## config.mk

```make
export PLATFORM = sky130hd
export DESIGN_NAME = csc_pipe_flat
export DESIGN_NICKNAME = d
export VERILOG_FILES = /design/src/rtl/csc_pipe_if.sv /design/src/rtl/csc_pipe.sv /design/src/flat_wrapper.sv
export SDC_FILE = /design/constraint.sdc
export NUM_CORES = 2
export LEC_CHECK = 0
export CORE_ASPECT_RATIO = 2
export CORE_UTILIZATION = 50
export CTS_CLUSTER_DIAMETER = 120
export DETAILED_ROUTE_END_ITERATION = 10
export PLACE_DENSITY = 0.66
export SLEW_MARGIN = 10
export SYNTH_ARGS = -nofsm -noshare
export SYNTH_HDL_FRONTEND = slang
export SYNTH_SLANG_ARGS = --single-unit
```

## constraint.sdc

```tcl
create_clock -name clk -period 26.7 [get_ports clk]
set_input_delay 8.01 -clock clk [delete_from_list [all_inputs] [get_ports clk]]
set_output_delay 8.01 -clock clk [all_outputs]
set_load 0.1 [all_outputs]
```

## src/rtl/csc_pipe_if.sv

```systemverilog
// Pixel beat bundle: valid/ready handshake, direction, end-of-block marker
// and three DW-bit components. The producer side drives the beat and the
// consumer side drives ready.
interface csc_pipe_if #(
   parameter int DW = 8
);
   logic          vld;
   logic          rdy;
   logic          mode;
   logic          last;
   logic [DW-1:0] c0;
   logic [DW-1:0] c1;
   logic [DW-1:0] c2;

   modport master (output vld, mode, last, c0, c1, c2, input rdy);
   modport slave  (input vld, mode, last, c0, c1, c2, output rdy);
endinterface

```

## src/rtl/csc_pipe.sv

```systemverilog
// Four-stage RGB <-> YCbCr (JFIF full range) converter with per-beat
// direction, rounding, saturation and a single global stall.
// Stages: operands -> products -> sums -> round/shift/offset/clamp.
module csc_pipe #(
   parameter int DW   = 8,
   parameter int FRAC = 14
) (
   input  logic       clk,
   input  logic       rstn,
   csc_pipe_if.slave  src,
   csc_pipe_if.master dst
);
   localparam int OW   = DW + 1;          // signed operand width
   localparam int CW   = FRAC + 2;        // signed coefficient width
   localparam int PW   = OW + CW;         // product width
   localparam int AW   = DW + FRAC + 4;   // accumulator width, overflow-free
   localparam int OFS  = 1 << (DW - 1);
   localparam int MAXV = (1 << DW) - 1;

   // Coefficient value in millionths; rows are outputs, columns are inputs.
   // Mode 1 uses 1.0 on the Y column so Y enters as Y*2^FRAC.
   function automatic longint coef_micro(input int m, input int r, input int c);
      case (m * 9 + r * 3 + c)
         0:  return 299000;
         1:  return 587000;
         2:  return 114000;
         3:  return -168736;
         4:  return -331264;
         5:  return 500000;
         6:  return 500000;
         7:  return -418688;
         8:  return -81312;
         9:  return 1000000;
         10: return 0;
         11: return 1402000;
         12: return 1000000;
         13: return -344136;
         14: return -714136;
         15: return 1000000;
         16: return 1772000;
         17: return 0;
         default: return 0;
      endcase
   endfunction

   // round(c * 2^FRAC) with rounding applied to the magnitude
   function automatic logic signed [CW-1:0] coef(input longint micro);
      longint mag;
      mag = (micro < 0) ? -micro : micro;
      mag = (mag * (longint'(1) << FRAC) + 500000) / 1000000;
      return CW'((micro < 0) ? -mag : mag);
   endfunction

   logic                 en;
   logic                 v1_reg, v2_reg, v3_reg, vo_reg;
   logic                 m1_reg, m2_reg, m3_reg;
   logic                 l1_reg, l2_reg, l3_reg;
   logic                 out_mode_reg, out_last_reg;
   logic [DW-1:0]        src_c [3];
   logic signed [OW-1:0] op_next [3];
   logic signed [OW-1:0] op_reg [3];
   logic signed [CW-1:0] k_sel [3][3];
   logic signed [PW-1:0] prod_reg [3][3];
   logic signed [AW-1:0] sum_reg [3];
   logic [DW-1:0]        sat [3];
   logic [DW-1:0]        out_reg [3];

   assign en      = dst.rdy | ~vo_reg;
   assign src.rdy = en;

   assign src_c[0] = src.c0;
   assign src_c[1] = src.c1;
   assign src_c[2] = src.c2;

   genvar gi, gj;
   generate
      for (gi = 0; gi < 3; gi++) begin : g_chan
         logic signed [OW-1:0] ext;
         logic signed [AW-1:0] shf;
         logic signed [AW-1:0] adj;

         assign ext = $signed({1'b0, src_c[gi]});
         assign shf = (sum_reg[gi] + AW'(1 << (FRAC - 1))) >>> FRAC;

         // Y/R column is never offset; chroma is re-centred on input in
         // mode 1 and re-offset on output in mode 0.
         if (gi == 0) begin : g_luma
            assign op_next[gi] = ext;
            assign adj         = shf;
         end else begin : g_chroma
            assign op_next[gi] = src.mode ? (ext - OW'(OFS)) : ext;
            assign adj         = m3_reg ? shf : (shf + AW'(OFS));
         end

         assign sat[gi] = adj[AW-1] ? '0 :
                          ((adj > AW'(MAXV)) ? DW'(MAXV) : adj[DW-1:0]);

         for (gj = 0; gj < 3; gj++) begin : g_tap
            localparam logic signed [CW-1:0] KF = coef(coef_micro(0, gi, gj));
            localparam logic signed [CW-1:0] KI = coef(coef_micro(1, gi, gj));
            assign k_sel[gi][gj] = m1_reg ? KI : KF;
         end
      end
   endgenerate

   // Valid bits and the visible output beat; cleared by reset.
   always_ff @(posedge clk or negedge rstn) begin
      if (!rstn) begin
         v1_reg       <= 1'b0;
         v2_reg       <= 1'b0;
         v3_reg       <= 1'b0;
         vo_reg       <= 1'b0;
         out_mode_reg <= 1'b0;
         out_last_reg <= 1'b0;
         for (int i = 0; i < 3; i++) out_reg[i] <= '0;
      end else if (en) begin
         v1_reg <= src.vld;
         v2_reg <= v1_reg;
         v3_reg <= v2_reg;
         vo_reg <= v3_reg;
         if (v3_reg) begin
            out_mode_reg <= m3_reg;
            out_last_reg <= l3_reg;
            for (int i = 0; i < 3; i++) out_reg[i] <= sat[i];
         end
      end
   end

   // Datapath registers; contents are meaningless while their valid is low.
   always_ff @(posedge clk) begin
      if (en) begin
         m1_reg <= src.mode;
         l1_reg <= src.last;
         m2_reg <= m1_reg;
         l2_reg <= l1_reg;
         m3_reg <= m2_reg;
         l3_reg <= l2_reg;
         for (int i = 0; i < 3; i++) begin
            op_reg[i]  <= op_next[i];
            sum_reg[i] <= AW'(prod_reg[i][0]) + AW'(prod_reg[i][1]) + AW'(prod_reg[i][2]);
            for (int j = 0; j < 3; j++)
               prod_reg[i][j] <= PW'(op_reg[j]) * PW'(k_sel[i][j]);
         end
      end
   end

   assign dst.vld  = vo_reg;
   assign dst.mode = out_mode_reg;
   assign dst.last = out_last_reg;
   assign dst.c0   = out_reg[0];
   assign dst.c1   = out_reg[1];
   assign dst.c2   = out_reg[2];
endmodule

```

## src/flat_wrapper.sv

```systemverilog
// flat-port wrapper written by rule: the top's interface ports become plain ports
module csc_pipe_flat 
#(
   parameter int DW   = 8,
   parameter int FRAC = 14
)
  (clk, rstn, src_vld, src_mode, src_last, src_c0, src_c1, src_c2, src_rdy, dst_vld, dst_mode, dst_last, dst_c0, dst_c1, dst_c2, dst_rdy);
  csc_pipe_if #(.DW(DW)) src_i ();
  csc_pipe_if #(.DW(DW)) dst_i ();
  input  logic clk;
  input  logic rstn;
  input wire logic [$bits(src_i.vld)-1:0] src_vld;
  input wire logic [$bits(src_i.mode)-1:0] src_mode;
  input wire logic [$bits(src_i.last)-1:0] src_last;
  input wire logic [$bits(src_i.c0)-1:0] src_c0;
  input wire logic [$bits(src_i.c1)-1:0] src_c1;
  input wire logic [$bits(src_i.c2)-1:0] src_c2;
  output wire logic [$bits(src_i.rdy)-1:0] src_rdy;
  output wire logic [$bits(dst_i.vld)-1:0] dst_vld;
  output wire logic [$bits(dst_i.mode)-1:0] dst_mode;
  output wire logic [$bits(dst_i.last)-1:0] dst_last;
  output wire logic [$bits(dst_i.c0)-1:0] dst_c0;
  output wire logic [$bits(dst_i.c1)-1:0] dst_c1;
  output wire logic [$bits(dst_i.c2)-1:0] dst_c2;
  input wire logic [$bits(dst_i.rdy)-1:0] dst_rdy;
  assign src_i.vld = src_vld;
  assign src_i.mode = src_mode;
  assign src_i.last = src_last;
  assign src_i.c0 = src_c0;
  assign src_i.c1 = src_c1;
  assign src_i.c2 = src_c2;
  assign src_rdy = src_i.rdy;
  assign dst_vld = dst_i.vld;
  assign dst_mode = dst_i.mode;
  assign dst_last = dst_i.last;
  assign dst_c0 = dst_i.c0;
  assign dst_c1 = dst_i.c1;
  assign dst_c2 = dst_i.c2;
  assign dst_i.rdy = dst_rdy;
  csc_pipe #(.DW(DW), .FRAC(FRAC)) u_core (.clk(clk), .rstn(rstn), .src(src_i), .dst(dst_i));
endmodule
```

==> results.tsv <==
stage	metric	value	unit
timing	relative slew slack	0.262	
layout	Non-Filler Instances	4173	
outcome	status	complete, no violations	
routing	Post-DRT Antenna Nets	0	
grt	initial antenna violation count	1	
critical_path	CP Max Fanout	51	
floorplanning	Placeable Area	68600	µm²
placement	port bufs	57	
placement	Post-Place Cells	4120	
layout	Antenna diodes	0	
timing	clk_skew	20.7	ps
routing	DRT Pass-1 Iters	5	
routing	Starting DRT DRC Count	717	
critical_path	CP Launch Type	primary input	
logic_synthesis	YS warnings	0	
clock_network	Clk Latency, worst-skew pair	610	ps
flow_run	Max-Cap Viols	0	
floorplanning	die height	374	µm
clock_network	Post-CTS Setup Bufs	0	
grt	first-pass GRT wire length	137000	µm
logic_synthesis	share of the synthesized area in the top cell type	0.252	
routing	DRT Wirelength	86600	µm
timing	Achievable Freq	54.7	MHz
layout	share of cells above drive strength 1	0.0311	
critical_path	reg2reg start	u_core.m1_reg	
routing	Wirelength per Cell	20.7	µm
floorplanning	Die X	188	µm
timing	final worst-path cycle share	0.685	
placement	Detail Placement HPWL	75200	µm
logic_synthesis	main flop type after synthesis	edfxtp_1	
logic_synthesis	most common cell in the netlist	inv_1	
routing	Avg Vias per Cell	5.40	
clock_network	Longest Clk Path Bufs	3	
grt	pin count of the biggest net entering global routing	79	
layout	nets	4322	
floorplanning	row count	136	
logic_synthesis	Seq/Total Area, Yosys	0.246	
grt	gr ovfl total	0	
critical_path	Register-to-Register Path Depth	22	
timing	final hold viol count	0	
logic_synthesis	FF+latch count, synth	289	
logic_synthesis	mapped cell area	34600	µm²
critical_path	Reg2Reg Capture Point	u_core.prod_reg[2][46]	
worst_hold_path	Worst Hold Depth	0	
floorplanning	num ports	58	
routing	vias after detailed routing	22541	
grt	Tot GR Track Use	0.257	
floorplanning	Starting Density	0.505	
routing	# DRC	0	
timing	measured slew at the worst slew-check pin	1100	ps
timing	RSZ-0062 raised after global routing	no	
logic_synthesis	fraction of registers with async set/reset	0.104	
layout	area growth from synthesis to layout	8.24	%
clock_network	Reg clk slew, reported paths	70	ps
timing	max-slew violations	0	
logic_synthesis	Unique masters post-synth	69	
worst_hold_path	Min-Delay Path Class	flip-flop to flip-flop	
critical_path	crit path to	src_rdy	
critical_path	Worst setup EP type	output pin	
logic_synthesis	Post-synth EDFFs	259	
clock_network	CTS Buf Count	29	
clock_network	clk sink count	289	
critical_path	reg2reg setup slack	19530	ps
floorplanning	Die ar.	70300	µm²
layout	filler instances	5939	
clock_network	Max H-tree Level	1	
clock_network	cts hold-fix bufs	0	
timing	final setup fails	0	
logic_synthesis	top post-synthesis cells by count	626 x inv_1, 602 x ha_1, 436 x fa_1	
clock_network	cts repair resizes	0	
placement	routability cong.	0.975	
critical_path	Worst EP required	18690	ps
clock_network	CTS tree	yes	
grt	via count of the first global-routing pass	25305	
critical_path	crit path from	dst_rdy	
timing	post-route minimum period	18290	ps
logic_synthesis	largest area contributor in the netlist	fa_1	
layout	max reg flops	188	
timing	Post-Route Setup TNS	0	ps
logic_synthesis	top cells by area, synth	fa_1 25%, edfxtp_1 22%, ha_1 22%	
clock_network	CTS Root Cell	clkbuf_16	
logic_synthesis	cells after synthesis	3157	
critical_path	Worst Path Arrival	10280	ps
critical_path	Setup Crit Path Kind	primary input to output pin	
logic_synthesis	average size of a mapped cell	11.0	µm²
area by class of cell:
| cell class | instances | area (µm²) | share of cell area |
|---|---|---|---|
| clock inverter | 22 | 329 | 0.00878 |
| timing repair buffer | 70 | 668 | 0.0178 |
| tap | 897 | 1120 | 0.0300 |
| multi-input combinational | 2238 | 23700 | 0.633 |
| sequential | 289 | 8530 | 0.228 |
| clock buffer | 31 | 733 | 0.0196 |
| inverter | 626 | 2350 | 0.0627 |
worst max-delay path, cell delays in order:
cell             delay [ps]
clkdlybuf4s50_1         450
nand2b_4                540
clkdlybuf4s50_1        1260
how the worst min path moves through the flow:
stage	start	end	slack, ps
finish	u_core.m2_reg	u_core.m3_reg	420
CTS	u_core.m2_reg	u_core.m3_reg	420
global placement	u_core.m2_reg	u_core.m3_reg	410
detailed placement	u_core.l2_reg	u_core.l3_reg	410
floorplan	u_core.l1_reg	u_core.l2_reg	400
global route	u_core.m2_reg	u_core.m3_reg	430
routing by layer:
layer  GRT usage  share of wire  wire, µm
met1       0.248           0.33     28900
met2       0.499           0.56     48100
met3      0.0210          0.024      2100
met4       0.191          0.086      7460
met5           0              0         0
cells by family after synthesis:
| group | count (synthesis) | share of synthesized area |
|---|---|---|
| other | 2 | 0.000217 |
| adder cells (fa/ha/maj) | 1038 | 0.470 |
| XOR/XNOR | 236 | 0.0597 |
| AND/OR/NAND/NOR | 538 | 0.0788 |
| flip-flops | 289 | 0.246 |
| buffers and inverters | 661 | 0.0717 |
| AO/OA/AOI/OAI | 389 | 0.0721 |
| multiplexers | 4 | 0.00127 |
stage by stage:
step                      setup slack [ps]  hold slack [ps]   util  instance area (µm²)
after floorplan                       2660              400      -                34700
after global placement                8380              408  0.531                36400
after detailed placement              8390              407  0.531                36400
after CTS                             8380              424  0.546                37500
after global routing                  8320              430  0.546                37500
final                                 8410              423  0.546                37500
cell usage in the layout, fill, tap and decap left out, drive strengths merged, types with 6 or more instances in the layout:
cell type	Yosys	routed
a21o	36	36
a211oi	11	11
a22o	8	8
buf	0	13
bufinv	0	7
nor2	121	121
nand2b	51	51
clkinv	0	7
o211ai	9	9
a21oi	139	139
xnor2	174	174
nor4	10	10
nand4	11	11
clkbuf	35	31
o21bai	17	17
a31oi	17	17
or2	20	20
dfrtp	30	30
conb	2	33
and2	21	21
o21a	25	25
a31o	6	6
nor2b	30	30
clkdlybuf4s50	0	57
or3	10	10
ha	602	602
inv	626	631
a211o	10	10
nand2	116	116
a21boi	6	6
nor3	50	50
xor2	62	62
fa	436	436
and3	30	30
edfxtp	259	259
o21ai	69	69
nand3	42	42
and4	8	8
Power is not shown: default switching activity piles up to over one toggle a cycle in this logic, so the estimate is an artifact.
==> variant, RTL diff (config.mk and constraints unchanged) <==
`FRAC` is set to 14 in 2 places; all go to 15.
--- a/src/rtl/csc_pipe.sv
+++ b/src/rtl/csc_pipe.sv
@@ -4,5 +4,5 @@
 module csc_pipe #(
    parameter int DW   = 8,
-   parameter int FRAC = 14
+   parameter int FRAC = 15
 ) (
    input  logic       clk,
--- a/src/flat_wrapper.sv
+++ b/src/flat_wrapper.sv
@@ -3,5 +3,5 @@
 #(
    parameter int DW   = 8,
-   parameter int FRAC = 14
+   parameter int FRAC = 15
 )
   (clk, rstn, src_vld, src_mode, src_last, src_c0, src_c1, src_c2, src_rdy, dst_vld, dst_mode, dst_last, dst_c0, dst_c1, dst_c2, dst_rdy);
Behaviour: same outputs for any inputs over 4 cycles, from zero or initial values and one cycle with rstn low; that may be too few to reach the edited logic, so the function may still have changed.
==> variant against the original RTL <==
- register-to-register slack got worse by 0.35 ns
- sequential cell count increased by 16
- critical path depth unchanged
- cell area increased by 6.9%
- synthesized area increased by 7.6%
- routed wire length increased by 3.7%
- setup slack improved by 0.26 ns
Power is not shown: default switching activity piles up to over one toggle a cycle in this logic, so the estimate is an artifact.
==> variant: results (changes against the original RTL) <==
worst_setup_path:
  worstPathArrival_ns: 10.02  # -0.26 ns
  r2r.worst_path.cells: 19  # -14%
  cp_max_fo: 27  # -47%
  r2r_setup_slack_ns: 19.18  # -0.35 ns
worst_hold_path:
  hold_path.startpoint: "u_core.l2_reg$_DFFE_PN_"
  holdPathEnd: "u_core.l3_reg$_DFFE_PN_"
drt:
  wire_per_inst_um: 20.0  # -3.5%
  vias_per_cell: 5.39  # -0.22%
  met3_length_mm: 2.16  # +2.6%
  wl_met2_mm: 50.2  # +4.4%
synth:
  synth_fa_ha_area_frac: 0.472  # +0.00170
  ys_types: 81  # +17%
  muxShareOfSynthArea: 0.00118  # -0.0000889
  synth_xor_area_frac: 0.0581  # -0.00161
  synth_compound_area_frac: 0.0783  # +0.00627
  ys_top_cells_by_count: "inv_1 (709), ha_1 (650), fa_1 (470)"
outcome:
  status: "finished, final reports clean"
place:
  dpl_cell_area_um2: 39100  # +7.3%
  pre_cts_ws_ns: 8.63  # +0.246 ns
  dp_hpwl_mm: 77.7  # +3.2%
  finalWeightedCongestion: 0.940  # -3.6%
clock_tree:
  worst_skew_pair.late_latency_ns: 0.63  # +0.02 ns
grt:
  antenna_found_initial: 2  # +1
  groute.usage.overall: 0.248  # -0.00900
timing:
  holdWs_ns: 0.421  # -0.00218 ns
  skew_ns: 0.0193  # -0.00133 ns
-- variant: cell count changes after synthesis, moves of 9 or more --
cell,unedited run,this run
a21o_1,36,48
fa_1,436,470
inv_1,626,709
edfxtp_1,259,275
nor2_1,121,136
nand2b_1,51,42
o21ai_1,14,36
ha_1,602,650
nand2_1,116,150
-- variant: layout make-up --
| cell class | count | area, µm² | share of cell area |
|---|---|---|---|
| Sequential cell | 305 | 9010 | 0.225 |
| Clock buffer | 36 | 795 | 0.0198 |
| Clock inverter | 19 | 195 | 0.00487 |
| Multi-Input combinational cell | 2411 | 25500 | 0.637 |
| Timing Repair Buffer | 73 | 686 | 0.0171 |
| Tap cell | 929 | 1160 | 0.0290 |
| Inverter | 712 | 2670 | 0.0667 |
-- variant: critical path, stage by stage --
cell	delay [ns]
clkdlybuf4s50_1	0.45
nand2b_4	0.33
clkdlybuf4s50_1	1.20
-- variant: per-layer routing --
layer,global-route usage,vias to the layer above
li1,-,11500
met3,0.0228,236
met2,0.487,398
met5,0,-
met4,0.177,4
met1,0.237,12000
